<file path="src/rtl/tdm_demux_1to4_pkg.sv">
// Shared constants for the 1-to-4 TDM demultiplexer: FSM encoding and slot geometry.
package tdm_demux_1to4_pkg;

  localparam logic STATE_HUNT   = 1'b0;
  localparam logic STATE_LOCKED = 1'b1;

  localparam int NUM_SLOTS = 4;
  localparam int SLOT_W    = 2;

  localparam logic [SLOT_W-1:0] SLOT_FIRST = 2'd0;
  localparam logic [SLOT_W-1:0] SLOT_LAST  = 2'd3;

endpackage

</file>
<file path="src/rtl/tdm_demux_1to4_lane_reg.sv">
// Load-enabled WIDTH-bit lane register with asynchronous active-low clear.
module lane_reg #(
  parameter int WIDTH = 1
) (
  input  logic             clk,
  input  logic             rst_n,
  input  logic             load,
  input  logic [WIDTH-1:0] d,
  output logic [WIDTH-1:0] q
);

  logic [WIDTH-1:0] val_q;
  logic [WIDTH-1:0] val_d;

  always_comb begin
    val_d = val_q;
    if (load) val_d = d;
  end

  always_ff @(posedge clk or negedge rst_n) begin
    if (!rst_n) val_q <= '0;
    else        val_q <= val_d;
  end

  assign q = val_q;

endmodule

</file>
<file path="src/rtl/tdm_demux_1to4.sv">
// 1-to-4 TDM demultiplexer: hunts for frame_sync, then steers each valid word to its slot lane.
// Handshake: din_valid qualifies din and frame_sync for one cycle; there is no backpressure.
module tdm_demux_1to4
  import tdm_demux_1to4_pkg::*;
#(
  parameter int WIDTH = 1
) (
  input  logic             clk,
  input  logic             rst_n,
  input  logic [WIDTH-1:0] din,
  input  logic             din_valid,
  input  logic             frame_sync,
  output logic [WIDTH-1:0] y0,
  output logic [WIDTH-1:0] y1,
  output logic [WIDTH-1:0] y2,
  output logic [WIDTH-1:0] y3,
  output logic [3:0]       y_valid,
  output logic [1:0]       slot,
  output logic             locked,
  output logic             frame_done,
  output logic             sync_err
);

  logic              state_q, state_d;
  logic [SLOT_W-1:0] slot_q, slot_d;
  logic [3:0]        y_valid_q, y_valid_d;
  logic              frame_done_q, frame_done_d;
  logic              sync_err_q, sync_err_d;
  logic [3:0]        load;
  logic [WIDTH-1:0]  lane_q [NUM_SLOTS];

  always_comb begin
    state_d      = state_q;
    slot_d       = slot_q;
    load         = 4'b0000;
    frame_done_d = 1'b0;
    sync_err_d   = 1'b0;
    if (din_valid) begin
      if (state_q == STATE_HUNT) begin
        if (frame_sync) begin
          load[0] = 1'b1;
          slot_d  = 2'd1;
          state_d = STATE_LOCKED;
        end
      end else if (frame_sync) begin
        // A sync anywhere but slot 0 realigns the frame onto this word.
        load[0]    = 1'b1;
        slot_d     = 2'd1;
        sync_err_d = (slot_q != SLOT_FIRST);
      end else if (slot_q == SLOT_FIRST) begin
        sync_err_d = 1'b1;
        slot_d     = SLOT_FIRST;
        state_d    = STATE_HUNT;
      end else begin
        load[slot_q] = 1'b1;
        slot_d       = slot_q + 2'd1;
        frame_done_d = (slot_q == SLOT_LAST);
      end
    end
    y_valid_d = load;
  end

  always_ff @(posedge clk or negedge rst_n) begin
    if (!rst_n) begin
      state_q      <= STATE_HUNT;
      slot_q       <= SLOT_FIRST;
      y_valid_q    <= 4'b0000;
      frame_done_q <= 1'b0;
      sync_err_q   <= 1'b0;
    end else begin
      state_q      <= state_d;
      slot_q       <= slot_d;
      y_valid_q    <= y_valid_d;
      frame_done_q <= frame_done_d;
      sync_err_q   <= sync_err_d;
    end
  end

  for (genvar i = 0; i < NUM_SLOTS; i++) begin : g_lane
    lane_reg #(.WIDTH(WIDTH)) u_lane (
      .clk  (clk),
      .rst_n(rst_n),
      .load (load[i]),
      .d    (din),
      .q    (lane_q[i])
    );
  end

  assign y0         = lane_q[0];
  assign y1         = lane_q[1];
  assign y2         = lane_q[2];
  assign y3         = lane_q[3];
  assign y_valid    = y_valid_q;
  assign slot       = slot_q;
  assign locked     = (state_q == STATE_LOCKED);
  assign frame_done = frame_done_q;
  assign sync_err   = sync_err_q;

endmodule

</file>
<file path="config.mk">
export PLATFORM = sky130hd
export DESIGN_NAME = tdm_demux_1to4
export DESIGN_NICKNAME = d
export VERILOG_FILES = /design/src/rtl/tdm_demux_1to4_pkg.sv /design/src/rtl/tdm_demux_1to4_lane_reg.sv /design/src/rtl/tdm_demux_1to4.sv
export SDC_FILE = /design/constraint.sdc
export NUM_CORES = 1
export LEC_CHECK = 0
export ABC_AREA = 1
export ABC_CLOCK_PERIOD_IN_PS = 1180
export BUFFER_PORTS_ARGS = -buffer_cell sky130_fd_sc_hd__buf_4
export CAP_MARGIN = 20
export CORE_MARGIN = 2
export CORE_UTILIZATION = 42
export DETAILED_ROUTE_END_ITERATION = 12
export PLACE_DENSITY = 0.7
export SYNTH_ARGS = -nofsm -noshare
export SYNTH_HDL_FRONTEND = slang
export SYNTH_SLANG_ARGS = --single-unit
</file>
<file path="constraint.sdc">
create_clock -name clk -period 1.18 [get_ports clk]
set_clock_uncertainty 0.05 [all_clocks]
set_input_delay 0.118 -clock clk [delete_from_list [all_inputs] [get_ports clk]]
set_output_delay 0.118 -clock clk [all_outputs]
set_load 0.05 [all_outputs]
</file>
==> results.cfg <==
[outcome]
outcome = finished clean

[timing]
hold_violations = 0
setup_violations = 0
min_period_over_period_pct = 95.1
rsz0062_at_grt = no
tns_ns = 0
relSlewSlack_pct = 86.3
worst_pin_slew_ns = 0.204
fmax_mhz = 892
min_period_ns = 1.12
maxSlewViolCount = 0

[setup_path]
worst_setup_path_end_kind = flip-flop
crit_type = flip-flop to flip-flop
crit_fanout = 5
crit_chain = inv_2, ha_2, ha_1, nor2_1
critPathMaxStageDelay_ns = 0.45
crit_family = flip-flops
cp_slowest_cell = dfrtp_2
start_kind = flip-flop
required_ns = 1.33
crit_buf_inv = 1
cp.arrival_ns = 1.27

[yosys]
synth.area.top_cells = dfrtp_1, ha_1, nand2_1
synth_top_cell_area_share_pct = 53.2
synth_seq_cells = 12
syn_avg_cell_area_um2 = 8.96
yosysUniqueCellTypes = 11
netlist_area_um2 = 564
syn-num-nets = 74
synthCells = 63
synth-seq-area-share_pct = 53.2
yosys.area.top_type = dfrtp_1
yosys_warnings = 0

[power_and_ir_drop]
powerDensity_nw_per_um2 = 2350
p_leak_nw = 0.457
ir_drop_mv = 1.16
p_total_w = 0.00176

[hold_path]
hold_class = primary input to flip-flop

[grt]
grt.total_usage_pct = 14.2
grt_max_degree = 13
grt_pass1_wl_um = 1440
grt_overflow = 0
antenna_found_initial = 0
grt_pass1_vias = 329

[placement]
gp_congestion = 0.765
numPortBuffers = 17
dp_hpwl_um = 774
placedCellCount = 94

[clock_network]
cts.sinks = 12
clk_path_buf_depth = 2
clock_tree.root_cell = clkbuf_4
numCtsBuffers = 3
clk_pin_slew_ns = 0.08
insertion_delay_ns = 0.27
htree_levels = 1
cts_tree = built

[drt]
drc = 0
antenna_left = 0
routed_wl_um = 993
vias = 434
drt_iter0_drc = 7
dr.pass1.iters = 4
wl_per_cell_um = 10.0
via_per_inst = 4.38

[floorplanning]
core_area_um2 = 1280
die_h_um = 40.7
dieArea_um2 = 1650
initial_utilization_pct = 43.9
ioPinCount = 18
placementRows = 13
dieWidth_um = 40.7

[cells_and_area]
finalNonFillerCells = 99
fillers = 105
diodes = 0
drive_above_1_share_pct = 38.1
area_growth_pct = 32.6
fin_util_pct = 58.2
nets = 96

[job]
cap_violations = 0
[power breakdown]
part	internal [W]	total [W]	switching, W	leakage, nW
sequential	0.000530	0.000611	0.0000815	0.151
clock	0.000131	0.000265	0.000134	0.0150
combinational	0.000256	0.000881	0.000624	0.291
total	0.000917	0.00176	0.000840	0.457
[kinds of logic (layout without fill, tap and decap cells)]
| family | Yosys count | after routing | synth area share, % |
|---|---|---|---|
| flops | 12 | 12 | 53.2 |
| simple gates | 31 | 31 | 23.3 |
| fa+ha+maj | 6 | 6 | 13.3 |
| buf+inv | 14 | 35 | 10.2 |
[cell usage after synthesis]
cell       n
inv_2      1
nand2_1   20
dfrtp_1   12
buf_4      1
clkinv_2   1
nand2_2    2
nor2_2     1
ha_1       6
nor2_1     2
inv_1     11
nand3_1    6
[cells in the final DEF, fill, tap and decap left out, drive strengths merged]
| master | Yosys | final |
|---|---|---|
| clkbuf | 0 | 4 |
| nand3 | 6 | 6 |
| ha | 6 | 6 |
| nand2 | 22 | 22 |
| buf | 1 | 17 |
| inv | 12 | 12 |
| dlygate4sd3 | 0 | 1 |
| nor2 | 3 | 3 |
| clkinv | 1 | 1 |
| dfrtp | 12 | 12 |
[area by class of cell]
class,instances,area (um^2),share of cell area (%)
sequential,12,304,40.6
tap,15,18.8,2.51
multi-input combinational,37,211,28.3
clock buffer,4,26.3,3.51
inverter,13,50.0,6.69
timing repair buffer,18,138,18.4
[path summary, 6_finish.rpt]
check                      cells past startpoint                from  slack, ns            endpoint
setup / recovery                               4             slot[0]       0.06            sync_err
hold / removal                                 3                 din       0.03  g_lane[0].u_lane.q
setup reg to reg                               4             slot[0]       0.06            sync_err
hold reg to reg                                2  g_lane[1].u_lane.q       0.43  g_lane[1].u_lane.q
max in group asynchronous                      2               rst_n       0.75              locked
min in group asynchronous                      2               rst_n       0.16  g_lane[0].u_lane.q
[stage by stage]
stage	setup WS (ns)	area [um^2]	hold WS, ns
after floorplan	-0.0576	571	-0.228
after global placement	0.0891	709	-0.0863
after detailed placement	0.0885	709	-0.0818
after CTS	0.0660	746	0.0278
after global routing	0.000210	748	0.0375
final	0.0584	748	0.0350
[worst min-delay path: stages]
cell,delay [ns]
buf_4,0.10
nand2_1,0.05
nand2_1,0.05
[metal layers]
layer / share of wire, % / GRT usage, %
met5: 0 / 0
met4: 2.3 / 12.5
met3: 6.0 / 3.80
met2: 46 / 21.8
met1: 45 / 16.0
[registers in the layout, summed over array words and instances, names as in the netlist]
register / cells
frame_done: 1
sync_err: 1
locked: 1
y_valid: 3
g_lane.u_lane.q: 4
slot: 2
[timing repair]
item,in CTS,in global routing
endpoints found under the setup margin,0,1
buffers inserted,0,0
hold endpoints to repair,12,0
hold buffers,1,0
gates resized for setup,0,1
No activity file was read; power rests on OpenSTA's default activity.
